`config.mk`:
```
export PLATFORM = sky130hd
export DESIGN_NAME = dff_share_arbiter_flat
export DESIGN_NICKNAME = d
export VERILOG_FILES = /design/src/rtl/dff_share_arbiter_pkg.sv /design/src/rtl/dff_share_arbiter_if.sv /design/src/rtl/dff_share_arbiter_rr_pick.sv /design/src/rtl/dff_share_arbiter.sv /design/src/flat_wrapper.sv
export SDC_FILE = /design/constraint.sdc
export NUM_CORES = 1
export LEC_CHECK = 0
export CAP_MARGIN = 20
export CORE_MARGIN = 1
export CORE_UTILIZATION = 36
export CTS_CLUSTER_DIAMETER = 60
export DETAILED_ROUTE_END_ITERATION = 10
export PLACE_DENSITY_LB_ADDON = 0.12
export RECOVER_POWER = 50
export SETUP_SLACK_MARGIN = 0.02
export SLEW_MARGIN = 20
export SYNTH_ARGS = -nofsm -noshare
export SYNTH_HDL_FRONTEND = slang
export SYNTH_SLANG_ARGS = --single-unit
```
`constraint.sdc`:
```
create_clock -name clk -period 1.97 [get_ports clk]
set_input_delay 0.2955 -clock clk [delete_from_list [all_inputs] [get_ports clk]]
set_output_delay 0.2955 -clock clk [all_outputs]
set_load 0.005 [all_outputs]
```
`src/rtl/dff_share_arbiter_pkg.sv`:
```
// Shared types and helpers for the shared capture-register arbiter.
// Holds the sequencer state encoding and the index-width helpers used by
// the interface, the picker and the top level.
package dff_share_arbiter_pkg;

    // Sequencer states: arbitrating, burst in progress, one-cycle release marker.
    typedef enum logic [1:0] {
        ST_ARB    = 2'd0,
        ST_LOCKED = 2'd1,
        ST_REL    = 2'd2
    } state_e;

    // Width of the burst counter; wide enough for MAXLOCK up to 15.
    localparam int BURST_W = 4;

    // Ceiling log2 for elaboration-time width calculations.
    function automatic int clog2(input int value);
        int result;
        result = 0;
        for (int i = 0; i < 31; i++) begin
            if ((1 << i) < value) begin
                result = i + 1;
            end
        end
        return result;
    endfunction

    // Index width for N requesters; never narrower than one bit.
    function automatic int idx_w(input int n);
        return (n > 1) ? clog2(n) : 1;
    endfunction

endpackage

```
`src/rtl/dff_share_arbiter_if.sv`:
```
// Requester-side bus of the shared capture register.
// master = the requester cluster, slave = the arbiter.
interface dff_share_arbiter_if #(
    parameter int N = 4,
    parameter int W = 8
);
    import dff_share_arbiter_pkg::*;

    localparam int OW = idx_w(N);

    logic [N-1:0]   req;
    logic [N-1:0]   lock;
    logic [N*W-1:0] data;
    logic [N-1:0]   grant;
    logic [W-1:0]   q;
    logic           qvalid;
    logic [OW-1:0]  owner;

    modport master (
        output req,
        output lock,
        output data,
        input  grant,
        input  q,
        input  qvalid,
        input  owner
    );

    modport slave (
        input  req,
        input  lock,
        input  data,
        output grant,
        output q,
        output qvalid,
        output owner
    );

endinterface

```
`src/rtl/dff_share_arbiter_rr_pick.sv`:
```
// Combinational round-robin picker.
// Rotates the request vector so that position 0 is the requester at ptr,
// then takes the lowest active rotated position. sel is reported as the
// original (unrotated) requester index.
module dff_share_arbiter_rr_pick
    import dff_share_arbiter_pkg::*;
#(
    parameter int N = 4
) (
    input  logic [N-1:0]         req,
    input  logic [idx_w(N)-1:0]  ptr,
    output logic                 found,
    output logic [idx_w(N)-1:0]  sel
);

    localparam int OW = idx_w(N);

    logic [N-1:0]  rot_req;
    logic [OW-1:0] rot_idx [N];

    // ptr is always < N and gi < N, so a single conditional subtract
    // is enough to wrap the sum back into 0..N-1.
    genvar gi;
    generate
        for (gi = 0; gi < N; gi++) begin : g_rot
            logic [OW:0] sum;
            assign sum         = {1'b0, ptr} + (OW+1)'(gi);
            assign rot_idx[gi] = (sum >= (OW+1)'(N)) ? OW'(sum - (OW+1)'(N)) : OW'(sum);
            assign rot_req[gi] = req[rot_idx[gi]];
        end
    endgenerate

    // Priority scan from the highest rotated slot down, so the nearest one to ptr wins.
    always_comb begin
        found = 1'b0;
        sel   = '0;
        for (int k = N - 1; k >= 0; k--) begin
            if (rot_req[k]) begin
                found = 1'b1;
                sel   = rot_idx[k];
            end
        end
    end

endmodule

```
`src/rtl/dff_share_arbiter.sv`:
```
// Round-robin arbiter and load sequencer for one shared W-bit capture register.
// Each cycle one requester is chosen, its lane is captured into Q and Grant
// reports the winner. A winner holding Lock keeps the register for up to
// MAXLOCK consecutive loads; afterwards it drops to lowest priority.
module dff_share_arbiter
    import dff_share_arbiter_pkg::*;
#(
    parameter int N       = 4,
    parameter int W       = 8,
    parameter int MAXLOCK = 4
) (
    input  logic                 clk,
    input  logic                 rst,
    dff_share_arbiter_if.slave   bus
);

    localparam int OW = idx_w(N);

    // Architectural state; every output is driven straight from a register.
    state_e               state_reg;
    logic [OW-1:0]        ptr_reg;
    logic [OW-1:0]        owner_reg;
    logic [BURST_W-1:0]   burst_cnt_reg;
    logic [W-1:0]         q_reg;
    logic [N-1:0]         grant_reg;
    logic                 qvalid_reg;

    // Picker results and derived per-cycle values.
    logic                 pick_found;
    logic [OW-1:0]        pick_sel;
    logic [OW-1:0]        ptr_next;
    logic [W-1:0]         lane [N];
    logic [W-1:0]         win_data;
    logic [W-1:0]         own_data;
    logic                 burst_continue;

    // Split the flattened data bus into per-requester lanes.
    genvar gi;
    generate
        for (gi = 0; gi < N; gi++) begin : g_lane
            assign lane[gi] = bus.data[gi*W +: W];
        end
    endgenerate

    dff_share_arbiter_rr_pick #(
        .N (N)
    ) u_pick (
        .req   (bus.req),
        .ptr   (ptr_reg),
        .found (pick_found),
        .sel   (pick_sel)
    );

    // Only the selected lane ever reaches Q; other lanes are don't-care.
    assign win_data = lane[pick_sel];
    assign own_data = lane[owner_reg];

    // After a win the pointer moves just past the winner, wrapping N-1 -> 0.
    assign ptr_next = (pick_sel == OW'(N - 1)) ? '0 : pick_sel + OW'(1);

    // A burst keeps going only while its owner still requests, still locks,
    // and has not yet used its MAXLOCK loads.
    assign burst_continue = bus.req[owner_reg] & bus.lock[owner_reg]
                          & (burst_cnt_reg < BURST_W'(MAXLOCK));

    // Sequencer: arbitration, burst continuation and release, with registered outputs.
    always_ff @(posedge clk or posedge rst) begin
        if (rst) begin
            state_reg     <= ST_ARB;
            ptr_reg       <= '0;
            owner_reg     <= '0;
            burst_cnt_reg <= '0;
            q_reg         <= '0;
            grant_reg     <= '0;
            qvalid_reg    <= 1'b0;
        end else begin
            case (state_reg)
                ST_LOCKED: begin
                    if (burst_continue) begin
                        grant_reg     <= N'(1) << owner_reg;
                        q_reg         <= own_data;
                        qvalid_reg    <= 1'b1;
                        burst_cnt_reg <= burst_cnt_reg + BURST_W'(1);
                    end else begin
                        // Exit edge: nothing loaded, Q holds its last burst value.
                        grant_reg     <= '0;
                        qvalid_reg    <= 1'b0;
                        burst_cnt_reg <= '0;
                        state_reg     <= ST_REL;
                    end
                end
                default: begin
                    // ST_ARB and ST_REL arbitrate identically; REL only marks the exit.
                    if (pick_found) begin
                        grant_reg  <= N'(1) << pick_sel;
                        q_reg      <= win_data;
                        qvalid_reg <= 1'b1;
                        owner_reg  <= pick_sel;
                        ptr_reg    <= ptr_next;
                        if (bus.lock[pick_sel]) begin
                            state_reg     <= ST_LOCKED;
                            burst_cnt_reg <= BURST_W'(1);
                        end else begin
                            state_reg     <= ST_ARB;
                            burst_cnt_reg <= '0;
                        end
                    end else begin
                        grant_reg  <= '0;
                        qvalid_reg <= 1'b0;
                        state_reg  <= ST_ARB;
                    end
                end
            endcase
        end
    end

    assign bus.grant  = grant_reg;
    assign bus.q      = q_reg;
    assign bus.qvalid = qvalid_reg;
    assign bus.owner  = owner_reg;

endmodule
```
`src/flat_wrapper.sv`:
```
// flat-port wrapper written by rule: the top's interface ports become plain ports
module dff_share_arbiter_flat import dff_share_arbiter_pkg::*;
#(
    parameter int N       = 4,
    parameter int W       = 8,
    parameter int MAXLOCK = 4
)
  (clk, rst, bus_req, bus_lock, bus_data, bus_grant, bus_q, bus_qvalid, bus_owner);
  dff_share_arbiter_if #(.N(N), .W(W)) bus_i ();
  input  logic clk;
  input  logic rst;
  input wire logic [$bits(bus_i.req)-1:0] bus_req;
  input wire logic [$bits(bus_i.lock)-1:0] bus_lock;
  input wire logic [$bits(bus_i.data)-1:0] bus_data;
  output wire logic [$bits(bus_i.grant)-1:0] bus_grant;
  output wire logic [$bits(bus_i.q)-1:0] bus_q;
  output wire logic [$bits(bus_i.qvalid)-1:0] bus_qvalid;
  output wire logic [$bits(bus_i.owner)-1:0] bus_owner;
  assign bus_i.req = bus_req;
  assign bus_i.lock = bus_lock;
  assign bus_i.data = bus_data;
  assign bus_grant = bus_i.grant;
  assign bus_q = bus_i.q;
  assign bus_qvalid = bus_i.qvalid;
  assign bus_owner = bus_i.owner;
  dff_share_arbiter #(.N(N), .W(W), .MAXLOCK(MAXLOCK)) u_core (.clk(clk), .rst(rst), .bus(bus_i));
endmodule
```
== Word-level counts from Yosys, hierarchy flattened ==
Cells that the tools add are included.
W data, S select, Z words.

* Register bits after elaboration: 23
* Word-level logic and storage cells: 93
* Input port bits: 42
* Output and inout bits: 15

* Bitwise gates (word level): 5
* Shifts and indexed selects: 2
* $add $sub $neg: 9
* Magnitude comparators: 13
* Reduce and logical (&&, ||, !) cells: 3
* Mux-type cells: 50
* Eq/ne operators: 4

{| class="wikitable"
|+ Operators with widths
! kind !! number
|-
| $mux W8 || 7
|-
| $bmux W8 S2 || 2
|-
| $mux W4 || 6
|-
| $mux W2 || 11
|-
| $lt A2 B3 Y1 const B || 6
|-
| $mux W1 || 17
|-
| $ge A3 B3 Y1 const B || 5
|-
| $bmux W1 S2 || 7
|-
| $shl A1 B2 Y4 const A || 2
|-
| $sub A2 B1 Y2 const B || 4
|-
| $add A2 B2 Y3 const B || 2
|-
| $not A2 Y3 || 2
|-
| $add A4 B1 Y4 const B || 1
|-
| $lt A4 B3 Y1 const B || 1
|-
| $reduce_and A2 Y1 || 2
|-
| $add A2 B1 Y3 const B || 1
|-
| $ge A2 B3 Y1 const B || 1
|-
| $add A2 B1 Y2 const B || 1
|-
| $and A1 B1 Y1 || 2
|-
| $eq A2 B1 Y1 const B || 1
|-
| $eq A2 B2 Y1 const B || 1
|-
| $ne A2 B1 Y1 const B || 1
|-
| $ne A2 B2 Y1 const B || 1
|-
| $reduce_bool A2 Y1 || 1
|-
| $not A1 Y1 || 1
|}

== Longest topological paths before layout ==
Gate-level depths: netlist (run 1).

* Depth in word-level cells: 15
* Depth in mapped cells: 9
* Depth with buffers taken out: 7

== Cells and area by module ==
From an unflattened synthesis (run 1), not the netlist that was laid out.

* Cell total of the unflattened synthesis: 123
* Area total of the unflattened synthesis: 1,637.8 um^2

{| class="wikitable"
|+ Modules (own cells, without submodules)
! module !! cells an instance !! times used !! area each (um^2) !! sequential area each (um^2)
|-
| dff_share_arbiter || 110 || 1 || 1,560.2 || 575.6
|-
| dff_share_arbiter_rr_pick || 13 || 1 || 77.6 || 0.0
|}

== Worst setup path after synthesis (run 1) ==
No wires, ideal clock.

* Path type: register to register
* Start: register u_core.ptr_reg[0]
* End: register u_core.ptr_reg[1]
* Setup time: 0.133 ns
* Path buffers: 2
* Data required time: 1.837 ns
* Slack: 0.109 ns
* Stages on the path, launching flop included: 10
* Arrival time: 1.729 ns
* Clock period less this slack: 1.861 ns
* Path through: dfrtp_1 nand2b_1 buf_2 a21oi_2 or2_2 buf_4 inv_1 ha_1 nand2_1 o21ai_0

* Cells in the longest elaborated chain, start to end: 11
* Elaborated cells between the ends (all ways): 35
* Those cells by class: add/sub (8); order compare (4); eq/ne (1); mux (21); reduce/logical (1)

{| class="wikitable"
|+ Ends and longest elaborated chain
! element !! line !! source
|-
| start: declaration || dff_share_arbiter.sv:21 || <nowiki>logic [OW-1:0] ptr_reg;</nowiki>
|-
| start signal: assignment || dff_share_arbiter.sv:99 || <nowiki>ptr_reg <= ptr_next;</nowiki>
|-
| $add A2 B2 Y3 || dff_share_arbiter_rr_pick.sv:27 || <nowiki>assign sum = {1'b0, ptr} + (OW+1)'(gi);</nowiki>
|-
| $ge A3 B3 Y1 or $sub A2 B1 Y2 (tied branches) || dff_share_arbiter_rr_pick.sv:28 || <nowiki>assign rot_idx[gi] = (sum >= (OW+1)'(N)) ? OW'(sum - (OW+1)'(N)) : OW'(sum);</nowiki>
|-
| $mux W2 || dff_share_arbiter_rr_pick.sv:28 ||
|-
| $bmux W1 S2 || dff_share_arbiter_rr_pick.sv:29 || <nowiki>assign rot_req[gi] = req[rot_idx[gi]];</nowiki>
|-
| $mux W1 (implied by the code) || dff_share_arbiter_rr_pick.sv:29 ||
|-
| $mux W2 (3 in series) || dff_share_arbiter_rr_pick.sv:38 || <nowiki>if (rot_req[k]) begin</nowiki>
|-
| $mux W2 * || dff_share_arbiter_rr_pick.sv:38 ||
|-
| net u_core.pick_sel[1] || dff_share_arbiter.sv:30 || <nowiki>logic [OW-1:0] pick_sel;</nowiki>
|-
| $add A2 B1 Y2 or $eq A2 B2 Y1 (tied branches) || dff_share_arbiter.sv:59 || <nowiki>assign ptr_next = (pick_sel == OW'(N - 1)) ? '0 : pick_sel + OW'(1);</nowiki>
|-
| $mux W2 * || dff_share_arbiter.sv:59 ||
|-
| net u_core.ptr_next[1] || dff_share_arbiter.sv:31 || <nowiki>logic [OW-1:0] ptr_next;</nowiki>
|}

The timed path passes the listed nets; every way through them passes the cells marked *. The select of a mux whose other input is x is not followed.
A chain may end at the register's enable or synchronous reset.

== Worst setup path after layout (run 1) ==
* Start: input bus_req[2]
* End: register u_core.q_reg[0], in the netlist u_core.bus.q[0]

* Cells in the longest elaborated chain, start to end: 12
* Elaborated cells between the ends (all ways): 29
* Those cells by class: eq/ne (1); mux (23); bitwise (3); reduce/logical (2)

{| class="wikitable"
|+ Ends and longest elaborated chain
! element !! line !! source
|-
| start: declaration || flat_wrapper.sv:12 || <nowiki>input wire logic [$bits(bus_i.req)-1:0] bus_req;</nowiki>
|-
| $bmux W1 S2 || dff_share_arbiter_rr_pick.sv:29 ||
|-
| $mux W1 (implied by the code) || dff_share_arbiter_rr_pick.sv:29 ||
|-
| $mux W2 (4 in series) || dff_share_arbiter_rr_pick.sv:38 ||
|-
| $not A2 Y3 (implied by the code) || dff_share_arbiter.sv:55 || <nowiki>assign win_data = lane[pick_sel];</nowiki>
|-
| $bmux W8 S2 || dff_share_arbiter.sv:55 ||
|-
| $mux W8 (implied by the code) (2 in series) || dff_share_arbiter.sv:55 ||
|-
| $mux W8 || dff_share_arbiter.sv:94 || <nowiki>if (pick_found) begin</nowiki>
|-
| $mux W8 || dff_share_arbiter.sv:77 || <nowiki>case (state_reg)</nowiki>
|-
| end signal: assignment || dff_share_arbiter.sv:81 || <nowiki>q_reg <= own_data;</nowiki>
|-
| end signal: assignment || dff_share_arbiter.sv:96 || <nowiki>q_reg <= win_data;</nowiki>
|-
| end: declaration || dff_share_arbiter.sv:24 || <nowiki>logic [W-1:0] q_reg;</nowiki>
|}

Parallel ways exist; a longest one is shown, timed or not. The select of a mux whose other input is x is not followed.

==> results.cfg, run 1 <==
[grt]
grt_overflow = 0
grt_max_degree = 24
grt_pass1_wl_mm = 8.735
grt_antenna_before_repair = 0
first_global_vias = 1783
grt_use_total_pct = 20.57

[setup_path]
critPathLaunch = bus_req[2]
path_delay_family = buffers and inverters
start_kind = primary input
crit_path_end_kind = register
critPathKind = in2reg
cp.buffers_inverters = 2
path_max_fanout = 7
worstReg2RegStart = u_core.burst_cnt_reg[2]$_DFFE_PP0P_
crit_path_max_incr_delay_ns = 0.53
cp.required_ns = 2.13
cp_slowest_cell = clkdlybuf4s50_1
cp.arrival_ns = 2.03
path_cells = clkdlybuf4s50_1 -> nor2b_1 -> a311oi_2 -> or2_2 -> buf_4 -> o32ai_1 -> o21ai_1

[pwr]
power_mw = 3.607
switching_share_pct = 40.45
p_clk_share_pct = 8.4
ir_drop_mv = 0.6826
intPower_mw = 2.148
power.density_nw_per_um2 = 1232
comb_power_share_pct = 68.3
p_leak_nw = 1.210
switchingPower_mw = 1.459
p_seq_share_pct = 23.3

[layout]
final_common_cell = clkdlybuf4s50_1
multiInputGateArea_sq_um = 1338
diodes = 0
largest_reg_flops = 8
seqCellArea_sq_um = 575.6
drive_gt1_share_pct = 21.95
filler_cell_count = 462
syn2layout_area_growth_pct = 49.27
final_nets = 335
stdcell_area_sq_um = 2927
mostFrequentLayoutCells = clkdlybuf4s50_1 (45), buf_4 (31), dfrtp_1 (23), nor3b_1 (17), nand2_1 (13)

[routing]
firstDrtPassIters = 5
viasPerCell = 5.574
route.final.wire_length_mm = 5.789
drc = 0
drt_iter0_drc = 113
postRouteAntennaNets = 0
wire_per_inst_um = 16.22
vias = 1990

[timing]
relSlewSlack_pct = 16.74
period_minus_slack_ns = 1.875
holdWs_ns = 0.4298
rsz0062_at_grt = false
fin_ws_ns = 0.09459
setup_viol = 0
worstMarginPinSlew_ns = 1.249
fmax_mhz = 533.2
fin_skew_ns = 0.002027
min_period_over_period_pct = 95.20
final_max_slew_viol_count = 0
setup_tns_ns = 0
hold_viol_final = 0

[placed_design]
placed_area_sq_um = 2800
pre_cts_ws_ns = -0.3207
io_buffers = 56
routabilityCongestion = 0.8869
hpwl_mm = 4.460

[synth]
synth_xor_xnor_area_share_pct = 0
yosysWarnings = 0
synth-compound-area-share_pct = 20.74
synth-simple-area-share_pct = 27.06
ys_seq_area_share_pct = 29.36
syn-num-nets = 257
synthesis.area_sq_um = 1961
synth_fa_ha_area_share_pct = 3.191
synth_top_family_by_area = simple AND/OR/NAND/NOR gates
avgSynthCellArea_sq_um = 9.336
synth_mux_area_share_pct = 13.78
ys_types = 36
ys_ff_latch = 23
postSynthCellCount = 210

[die]
chipHeight_um = 75.80
rows = 26
die-area_sq_um = 5746
fp.coreArea_sq_um = 5172
die_x_um = 75.80
start_util_pct = 37.91
ioPinCount = 57

[clocking]
cts_inserted_buffers = 3
htreeDepth = 1
cts-root-buf = clkbuf_8
cts_buffer_depth = 2
cts_setup_buffers = 0
cts.sinks = 23
cts_tree = done
clock_latency_ns = 0.27
clkTransAtPathRegs_ns = 0.09

[status]
status = finished clean

[job]
max_cap_viol_count = 0

[min_path]
min_from = bus_req[1]
hp-class = in2reg
worst min-delay path, cell delays in order:
cell            delay, ns
dlymetal6s2s_1       0.15
nand3_1              0.12
o21ai_0              0.09
path summary, 6_finish.rpt:
kind | to | slack (ns) | depth (start not counted)
hold reg to reg | u_core.bus.q[7]$_DFFE_PP0P_ | 0.51 | 2
setup reg to reg | u_core.bus.q[4]$_DFFE_PP0P_ | 0.18 | 7
min in group asynchronous | u_core.bus.q[3]$_DFFE_PP0P_ | 0.87 | 3
setup / recovery | u_core.bus.q[0]$_DFFE_PP0P_ | 0.09 | 7
max in group asynchronous | u_core.burst_cnt_reg[3]$_DFFE_PP0P_ | 0.37 | 3
hold / removal | u_core.bus.grant[1]$_DFF_PP0_ | 0.43 | 3
cells in the mapped netlist:
library cell	n	area, sq um
nand2b_1	6	37.54
o31ai_1	1	7.510
a22o_1	2	17.52
buf_6	1	11.26
o31ai_4	1	21.27
o22ai_1	1	6.260
o221ai_1	10	87.58
a311oi_2	1	15.01
or2_2	3	18.77
nand2_1	13	48.80
buf_1	1	3.750
buf_2	11	55.05
inv_1	5	18.77
nor3b_1	18	135.1
and4_1	2	17.52
o21ai_0	6	30.03
ha_1	5	62.56
nor2_1	2	7.510
nand4_1	9	56.30
clkbuf_1	5	18.77
o21ai_1	9	45.04
o21bai_1	1	7.510
dfrtp_1	23	575.6
nor4_1	1	6.260
mux4_2	8	180.2
nor2b_1	11	68.82
buf_4	1	7.510
o21a_1	10	75.07
and2_1	9	56.30
nor4b_1	1	8.760
a31oi_1	1	6.260
mux2i_1	9	90.09
a21oi_2	1	8.760
nand3_1	12	60.06
o32ai_1	9	78.83
and3b_1	1	8.760
metal layers:
metal	vias up	track usage, %	wire length, um
li1	958	-	-
met1	963	31.23	2785
met2	65	31.07	2613
met3	4	1.720	335
met4	0	5.761	55
met5	-	0	0
power by group through the flow:
stage | Sequential [mW] | Clock (mW) | Combinational [mW]
after global routing | 0.868 | 0.325 | 2.70
after floorplan | 0.800 | 0 | 1.41
after global placement | 0.844 | 0 | 2.34
final | 0.839 | 0.304 | 2.46
after detailed placement | 0.846 | 0 | 2.38
after CTS | 0.840 | 0.310 | 2.43
layout make-up:
class | count | area share (%)
inverter | 5 | 0.6413
sequential | 23 | 19.67
clock buffer | 3 | 1.411
multi-input combinational | 163 | 45.70
clock inverter | 1 | 0.1710
tap | 70 | 2.993
timing repair buffer | 92 | 29.41
through the flow:
step                std cells  util (%)
global placement          352     54.14
CTS                       356     55.61
detailed placement        352     54.14
floorplan                 210         -
global route              357     56.58
finish                    357     56.58
timing repair:
action | in CTS | in global routing
pin swaps | 0 | 4
endpoints found under the setup margin | 5 | 11
gates cloned | 0 | 1
hold buffers | 0 | 0
gates resized for setup | 4 | 12
cell families after synthesis:
group                      count (synthesis)
AOI/OAI and AO/OA                         53
adders and majority gates                  5
buffers and inverters                     24
DFF                                       23
muxes                                     17
and+or+nand+nor                           88
(Power assumes the default switching activity.)
==> run 2, diff against run 1 <==
- CORE_MARGIN: 1 -> 5
==> run 2 against run 1 <==
  * Wire length increased by 3.7%
  * Critical endpoint is now u_core.bus.q[5]$_DFFE_PP0P_
  * Clock skew about the same
  * Sequential power decreased by 2%
  * Count of clock-buffer cells in the layout unchanged
  * Non-clock buffer count decreased by 1
==> results.cfg, run 2 (synthesized netlist as in run 1, its figures left out) <==
[routing]
drt_iter0_drc = 143
viasPerCell = 5.497
vias = 1957
firstDrtPassIters = 4
wire_per_inst_um = 16.86
route.final.wire_length_mm = 6.001
postRouteAntennaNets = 0
drc = 0

[timing]
fin_ws_ns = 0.1066
fmax_mhz = 536.7
hold_viol_final = 0
period_minus_slack_ns = 1.863
rsz0062_at_grt = true
min_period_over_period_pct = 94.59
setup_viol = 0
setup_tns_ns = 0
worstMarginPinSlew_ns = 1.264
relSlewSlack_pct = 15.74
final_max_slew_viol_count = 0
fin_skew_ns = 0.002307

[setup_path]
cp.arrival_ns = 2.02
path_delay_family = buffers and inverters
cp_slowest_cell = clkdlybuf4s50_1
path_max_fanout = 24
cp.required_ns = 2.13
path_cells = clkdlybuf4s50_1 -> buf_4 -> nand2b_1 -> and4_2 -> buf_8 -> o21a_1 -> o32ai_1 -> o21ai_1
critPathKind = in2reg
crit_path_max_incr_delay_ns = 0.41
crit_path_end_kind = register
r2r_slack_ns = 0.17
cp.buffers_inverters = 3
start_kind = primary input

[clocking]
ctsResizeCount = 0
cts_hold_buf = 0
cts_tree = done
cts_setup_buffers = 0
cts_buffer_depth = 2
cts-root-buf = clkbuf_8
htreeDepth = 1
clkTransAtPathRegs_ns = 0.09
cts_inserted_buffers = 3
clock_latency_ns = 0.27
cts.sinks = 23

[die]
die-area_sq_um = 7022
rows = 26
chipHeight_um = 83.80
ioPinCount = 57
fp.coreArea_sq_um = 5205
start_util_pct = 37.67
die_x_um = 83.80

[grt]
grt_use_total_pct = 17.27
grt_antenna_before_repair = 0
first_global_vias = 1982
grt_max_degree = 25
grt_pass1_wl_mm = 10.03
grt_overflow = 0

[pwr]
ir_drop_mv = 0.5399
p_leak_nw = 1.184
power.density_nw_per_um2 = 1234

[min_path]
hp-class = reg2reg

[layout]
mostFrequentLayoutCells = clkdlybuf4s50_1 (46), buf_4 (29), dfrtp_1 (23), nor3b_1 (18), nand2_1 (13)
syn2layout_area_growth_pct = 47.22
filler_cell_count = 480
drive_gt1_share_pct = 20.28
stdcell_count = 356
final_nets = 334
diodes = 0
final_common_cell = clkdlybuf4s50_1
largest_reg_flops = 8

[placed_design]
io_buffers = 56
pre_cts_ws_ns = -0.2497
routabilityCongestion = 0.8052
hpwl_mm = 4.596
placed_cells = 351

[job]
max_cap_viol_count = 0

[status]
status = finished clean
==> run 2: worst min-delay path: cells and delay by family, from the launching register on <==
family / cells / cell delay (ns)
DFF: 1 / 0.36
muxes: 1 / 0.07
AOI/OAI and AO/OA: 1 / 0.06
==> run 2: final timing paths <==
check,depth (start not counted),to,from
max,8,u_core.bus.q[5]$_DFFE_PP0P_,bus_req[3]
min,2,u_core.bus.q[3]$_DFFE_PP0P_,u_core.bus.q[3]$_DFFE_PP0P_
max reg2reg,7,u_core.bus.q[2]$_DFFE_PP0P_,u_core.burst_cnt_reg[3]$_DFFE_PP0P_
min reg2reg,2,u_core.bus.q[3]$_DFFE_PP0P_,u_core.bus.q[3]$_DFFE_PP0P_
max in group asynchronous,3,u_core.bus.owner[0]$_DFFE_PP0P_,rst
min in group asynchronous,3,u_core.bus.qvalid$_DFF_PP0_,rst
==> run 2: metrics by stage <==
stage                     power (mW)  instance area [sq um]  hold slack (ns)  utilization, %
after floorplan                2.208                   1961           0.2974               -
after global placement         3.172                   2780           0.4723           53.41
after detailed placement       3.196                   2780           0.4808           53.41
after CTS                      3.504                   2826           0.3739           54.30
after global routing           3.864                   2887           0.5344           55.46
final                          3.561                   2887           0.5204           55.46
==> run 2: area by class of cell <==
type / instances / area, sq um / share of cell area [%]
flip-flops and latches: 23 / 575.6 / 19.94
repair buffers: 91 / 849.6 / 29.43
clock inverters: 1 / 5.005 / 0.1734
inverters: 5 / 18.77 / 0.6502
well taps: 70 / 87.58 / 3.034
clock buffers: 3 / 41.29 / 1.430
multi-input cells: 163 / 1309 / 45.34
==> run 2: power by group <==
part | switching [mW] | leakage, nW | internal (mW)
Clock | 0.164 | 0.0255 | 0.141
Sequential | 0.140 | 0.283 | 0.682
Combinational | 1.15 | 0.875 | 1.29
Total | 1.45 | 1.18 | 2.11
==> run 2: layer usage <==
metal / vias to the layer above / track usage [%] / wire (um)
met2: 66 / 26.97 / 2761
li1: 954 / - / -
met3: 7 / 2.468 / 336
met5: - / 0 / 0
met4: 0 / 4.386 / 39
met1: 930 / 24.97 / 2864
==> run 3, diff against run 2 <==
- SETUP_SLACK_MARGIN: 0.02 -> 0.15
==> run 3 against run 2 <==
  * Global-route usage is 0.48 points lower
  * Combinational power is 9.5% higher
  * Core utilization is 4.0 points higher
  * Via count is 1.3% higher
  * Critical path depth is 1 lower
  * Clock power hardly changed
  * Count of clock-buffer cells in the layout stayed put
  * Fmax is 6.8% higher
  * Power is 6.8% higher
  * Flip-flop and latch count stayed put
  * Worst hold slack worse by 0.0076 ns
==> results.cfg, run 3 (synthesized netlist as in run 1, its figures left out) <==
[layout]
final_common_cell = clkdlybuf4s50_1
largest_reg_flops = 8
mostFrequentLayoutCells = clkdlybuf4s50_1 (45), buf_4 (35), dfrtp_1 (22), nor3b_1 (14)
diodes = 0
final_nets = 340
syn2layout_area_growth_pct = 57.88
stdcell_count = 362
filler_cell_count = 458
fin_util_pct = 59.47
stdcell_area_sq_um = 3095
drive_gt1_share_pct = 27.40

[routing]
drc = 0
viasPerCell = 5.478
route.final.wire_length_mm = 6.211
postRouteAntennaNets = 0
vias = 1983
wire_per_inst_um = 17.16
drt_iter0_drc = 186
firstDrtPassIters = 4

[clocking]
htreeDepth = 1
clock_latency_ns = 0.27
clkTransAtPathRegs_ns = 0.09
cts_tree = done
cts.sinks = 23
cts_buffer_depth = 2
cts_hold_buf = 0
cts-root-buf = clkbuf_8
cts_inserted_buffers = 3

[timing]
hold_viol_final = 0
worstMarginPinSlew_ns = 0.5064
rsz0062_at_grt = true
fin_skew_ns = 0.008196
setup_viol = 0
setup_tns_ns = 0
fin_ws_ns = 0.2246
period_minus_slack_ns = 1.745
final_max_slew_viol_count = 0
min_period_over_period_pct = 88.60
fmax_mhz = 572.9
holdWs_ns = 0.5128
relSlewSlack_pct = 65.93

[pwr]
p_leak_nw = 1.291
power.density_nw_per_um2 = 1229
power_mw = 3.803
ir_drop_mv = 0.8098

[placed_design]
hpwl_mm = 4.772
routabilityCongestion = 0.8089
placed_area_sq_um = 2809
placed_cells = 354
pre_cts_ws_ns = -0.2909
io_buffers = 56

[die]
die-area_sq_um = 7022
start_util_pct = 37.67
rows = 26
ioPinCount = 57
chipHeight_um = 83.80
fp.coreArea_sq_um = 5205
die_x_um = 83.80

[setup_path]
path_max_fanout = 4
start_kind = register
cp.arrival_ns = 1.90
cp.required_ns = 2.12
crit_path_end_kind = register
critPathKind = reg2reg

[grt]
first_global_vias = 1952
grt_pass1_wl_mm = 9.756
grt_use_total_pct = 16.79
grt_overflow = 0
grt_max_degree = 24
grt_antenna_before_repair = 0

[job]
max_cap_viol_count = 0

[status]
status = finished clean

[min_path]
hp-class = in2async
==> run 3: cell count changes in the layout (fill, tap and decap cells not counted), sizes merged <==
cell and delta:
buf +6, clkdlybuf4s50 -1, clkinv -1, clkinvlp +1, dlygate4sd3 -1, dlymetal6s2s +2
==> run 3: layout make-up <==
cell class / instances / area, sq um / area share, %
multi-input combinational: 163 / 1428 / 46.12
tap: 70 / 87.58 / 2.829
inverter: 5 / 18.77 / 0.6063
clock buffer: 3 / 41.29 / 1.334
sequential: 23 / 576.8 / 18.63
clock inverter: 1 / 7.507 / 0.2425
timing repair buffer: 97 / 935.9 / 30.23
==> run 3: timing repair <==
| item | 4_1_cts | 5_1_grt |
|---|---|---|
| resized for setup | 9 | 37 |
| pin swaps | 0 | 6 |
| setup endpoints to repair | 15 | 16 |
| buffers inserted | 0 | 2 |
| gates cloned | 0 | 2 |
==> run 3: layer usage <==
metal | up-vias | wire [um] | GRT usage, %
met3 | 2 | 313 | 1.777
met2 | 62 | 3015 | 27.11
met4 | 0 | 38 | 3.509
met5 | - | 0 | 0
met1 | 950 | 2844 | 24.24
li1 | 969 | - | -
==> run 3: path summary, 6_finish.rpt <==
| kind | start | end | slack (ns) | cells after the start |
|---|---|---|---|---|
| worst max-delay path | u_core.burst_cnt_reg[2]$_DFFE_PP0P_ | u_core.bus.q[4]$_DFFE_PP0P_ | 0.22 | 7 |
| worst min-delay path | rst | u_core.bus.owner[0]$_DFFE_PP0P_ | 0.51 | 3 |
| worst max register to register | u_core.burst_cnt_reg[2]$_DFFE_PP0P_ | u_core.bus.q[4]$_DFFE_PP0P_ | 0.22 | 7 |
| worst min register to register | u_core.bus.q[3]$_DFFE_PP0P_ | u_core.bus.q[3]$_DFFE_PP0P_ | 0.52 | 2 |
| max in group asynchronous | rst | u_core.ptr_reg[0]$_DFFE_PP0P_ | 1.21 | 3 |
| min in group clk | u_core.bus.q[3]$_DFFE_PP0P_ | u_core.bus.q[3]$_DFFE_PP0P_ | 0.52 | 2 |
==> run 3: critical path: stages, from the launching register on <==
cell and delay [ns]:
dfrtp_1 0.41, nor4b_2 0.28, buf_4 0.19, nand2_4 0.07, o221ai_4 0.23, buf_4 0.18
mux2i_1 0.19, o21ai_1 0.08
==> run 3: where the power goes <==
group	switching, mW	total (mW)	internal (mW)
Sequential	0.160	0.844	0.684
Clock	0.159	0.302	0.143
Combinational	1.22	2.66	1.44
==> RTL edit 1, RTL diff (flow settings as in run 3) <==
Change the package constant `BURST_W` from 4 to 6.
--- a/src/rtl/dff_share_arbiter_pkg.sv
+++ b/src/rtl/dff_share_arbiter_pkg.sv
@@ -11,7 +11,7 @@
     } state_e;
 
     // Width of the burst counter; wide enough for MAXLOCK up to 15.
-    localparam int BURST_W = 4;
+    localparam int BURST_W = 6;
 
     // Ceiling log2 for elaboration-time width calculations.
     function automatic int clog2(input int value);
Behaviour: same outputs for any inputs over 10 cycles, from zero or initial values and one cycle with rst high; that may be too few to reach the edited logic, so the function may still have changed.
==> RTL edit 1 against run 3 <==
Count of clock-buffer cells in the layout stayed put; critical endpoint unchanged; sequential cell count up 2; final cell count decreased by 22%; design area fell by 11%; first-iteration DRC count is 83% lower; power is 4.5% lower; clock skew shrank 0.0013 ns; setup slack lost 0.085 ns; wire length is 24% lower; maximum frequency down 4.7%; synthesized area decreased by 13%; sequential power is 3.6% higher.
==> RTL edit 1: results <==
group,metric,value,unit
sta,timing.fmax,546,MHz
logic_synthesis,synth_nets,197,
setup_path,crit_fanout,8,
drt,num_vias,1492,
power_and_ir_drop,p_sw_frac,0.364,
place,place_inst,270,
layout,final_nets,276,
drt,via_per_inst,5.29,
logic_synthesis,synth.area.top_cells,"dfrtp_1, mux2i_1, mux4_2",
grt,grt_pass1_wl,7680,microns
run_status,status,"complete, no violations",
layout,comb.multi_input.count,111,
grt,grtUsageMet1,0.198,
grt,grt_util_met3,0.0340,
power_and_ir_drop,p_leak,0.00124,uW
place,placement.cell_area,0.00246,sq mm
grt,grtUsageTotal,0.158,
grt,use_met2,0.277,
layout,sh_seq_area,0.228,
logic_synthesis,ys_seq_area_frac,0.366,
sta,whs,0.497,ns
power_and_ir_drop,peakVddDrop,0.611,mV
setup_path,cpPeakStageDelay,0.46,ns
layout,multi_input_area,0.00112,sq mm
logic_synthesis,synth_common_cells,"mux2i_1, dfrtp_1, and2_1, nand2_1, o21ai_1",
-- RTL edit 1: cell types whose count changed after synthesis, sizes merged, moves of 3 or more --
cell,change
mux2i,+18
nor3b,-18
nand3,-12
nor2b,-10
o21a,-10
mux2,+9
nand4,-9
o221ai,-9
o32ai,-9
buf,-8
nand2b,-5
clkbuf,-3
or2,-3
-- RTL edit 1: what timing repair did --
action / 4_1_cts / 5_1_grt
gates cloned: 3 / 0
setup buffers: 5 / 0
setup endpoints to repair: 14 / 14
gates resized for setup: 23 / 20
pin swaps: 2 / 3
-- RTL edit 1: power groups by stage --
stage	logic (uW)	registers, uW	clock network (uW)
after detailed placement	2000	869	0
after global placement	1970	863	0
after global routing	2640	896	351
after floorplan	1160	859	0
after CTS	2320	876	321
final	2440	874	312
-- RTL edit 1: kinds of logic after synthesis --
kind of cell    share of synthesized area
fa+ha+maj                          0.0366
compound gates                      0.112
mux                                 0.336
flops                               0.366
simple gates                        0.105
buf+inv                            0.0440
==> RTL edit 2, RTL diff (config.mk and constraints of run 3) <==
Made on the original files. Reset style: synchronous (`rst`), changed in one clocked block.
--- a/src/rtl/dff_share_arbiter.sv
+++ b/src/rtl/dff_share_arbiter.sv
@@ -64,7 +64,7 @@
                           & (burst_cnt_reg < BURST_W'(MAXLOCK));
 
     // Sequencer: arbitration, burst continuation and release, with registered outputs.
-    always_ff @(posedge clk or posedge rst) begin
+    always_ff @(posedge clk) begin
         if (rst) begin
             state_reg     <= ST_ARB;
             ptr_reg       <= '0;
Check against the original RTL: differs if rst is asserted again (counterexample within 4 cycles, from zero or initial values and one cycle with rst high); with rst held inactive, the same outputs for 10 cycles.
==> RTL edit 2 against run 3 <==
Non-clock buffer count down 3; sequential cell count stayed put; design area down 16%; register-to-register slack got worse by 0.03 ns; wire length decreased by 16%; power is 39% lower; synthesized area decreased by 18%; setup slack worse by 0.047 ns; largest power group unchanged.
==> RTL edit 2: results <==
group,metric,value,unit
logic_synthesis,synth_cells,181,
clock_network,cts_buffer_depth,2,
setup_path,arrival,1.96,ns
clock_network,path_clk_slew,0.08,ns
min_path,whs_path_depth,1,
place,dpl_worst_slack,-0.199,ns
setup_path,rr_startpoint,"u_core.state_reg[1]",
min_path,worst_hold_path_type,"register to register",
clock_network,htreeDepth,1,
place,dpl.hpwl,4010,microns
setup_path,r2r_end,"u_core.bus.q[3]",
logic_synthesis,async_flop_share,0,
drt,wl_met3,378,microns
logic_synthesis,ys_seq_area_frac,0.288,
power_and_ir_drop,peakVddDrop,0.416,mV
place,placement.cell_area,0.00243,sq mm
logic_synthesis,synth_common_cells,"dfxtp_1, nor2_1, nand3_1, o21ai_0, mux4_2",
drt,routed-wl-met2,2470,microns
setup_path,crit_fanout,7,
layout,fill_cells,408,
setup_path,rrSetupSlack,0.19,ns
grt,antenna_found_initial,0,
drt,wl_met1,2280,microns
drt,via_per_inst,5.70,
power_and_ir_drop,p_leak,0.00105,uW
grt,grt_pass1_vias,1755,
run_status,status,"complete, no violations",
logic_synthesis,ys.flop_type,"dfxtp_1",
place,port_buffers,56,
layout,num_antenna_cells,0,
grt,grtUsageTotal,0.175,
sta,slew_headroom,0.657,
min_path,worstHoldEndpoint,"u_core.bus.q[4]",
drt,wirelength,5200,microns
sta,whs,0.470,ns
grt,grt_max_degree,17,
place,place_congestion,0.821,
drt,topRoutingLayerUsed,"met4",
place,place_inst,311,
drt,drtIter0Drc,72,
layout,final_cells,320,
logic_synthesis,synth_nets,228,
logic_synthesis,synth.area.top_cells,"dfxtp_1, mux4_2, nand3_1",
grt,grt_pass1_wl,8590,microns
layout,drive_gt1_frac,0.306,
sta,fin_skew,0.00235,ns
logic_synthesis,yosys_warnings,0,
logic_synthesis,ys_types,44,
min_path,hold_start,"u_core.bus.q[4]",
-- RTL edit 2: worst max path at each step --
stage / to / startpoint / slack, ns / depth (start not counted)
after global routing: u_core.bus.q[3] / u_core.state_reg[1] / 0.11 / 7
after global placement: u_core.bus.q[4] / bus_req[2] / -0.13 / 6
after detailed placement: u_core.burst_cnt_reg[0] / bus_req[0] / -0.20 / 7
after CTS: u_core.bus.grant[3] / bus_req[0] / 0.13 / 8
after floorplan: u_core.bus.q[0] / u_core.state_reg[1] / 0.27 / 5
final: u_core.bus.q[6] / bus_req[3] / 0.18 / 6
-- RTL edit 2: per-layer routing --
layer,vias to the layer above,track usage
met5,-,0
met2,66,0.276
met4,0,0.0559
li1,886,-
met1,863,0.239
met3,8,0.0328
-- RTL edit 2: repair_timing --
item                       4_1_cts  5_1_grt
gates resized for setup          6       14
gates cloned                     0        0
pin swaps                        1        8
setup endpoints to repair       11       16
setup buffers                    2        3
-- RTL edit 2: area by class of cell --
type / count / area (sq um) / area share
Timing Repair Buffer: 94 / 868 / 0.335
Multi-Input combinational cell: 142 / 1120 / 0.435
Tap cell: 52 / 65.1 / 0.0251
Inverter: 5 / 18.8 / 0.00725
Sequential cell: 23 / 463 / 0.179
Clock inverter: 1 / 7.51 / 0.00290
Clock buffer: 3 / 41.3 / 0.0159
-- RTL edit 2: cell families after synthesis --
group,Yosys count,synth area share
buf+inv,16,0.0422
fa+ha+maj,5,0.0391
mux,9,0.119
simple gates,73,0.251
compound gates,55,0.262
flops,23,0.287
-- RTL edit 2: power by group --
part | internal [uW] | switching (uW) | total [uW]
clock network | 143 | 157 | 300
logic | 729 | 636 | 1360
registers | 590 | 78.5 | 669
-- RTL edit 2: stage by stage --
stage / total power [uW] / TNS [ns]
after global routing: 2500 / 0
after floorplan: 1380 / 0
after global placement: 1970 / -1.67
after CTS: 2330 / 0
after detailed placement: 1980 / -1.81
final: 2330 / 0
-- RTL edit 2: worst max-delay path: stages --
cell	delay, ns
clkdlybuf4s50_1	0.51
or4_4	0.58
nand2_4	0.11
a21oi_4	0.08
buf_12	0.13
a32o_2	0.25
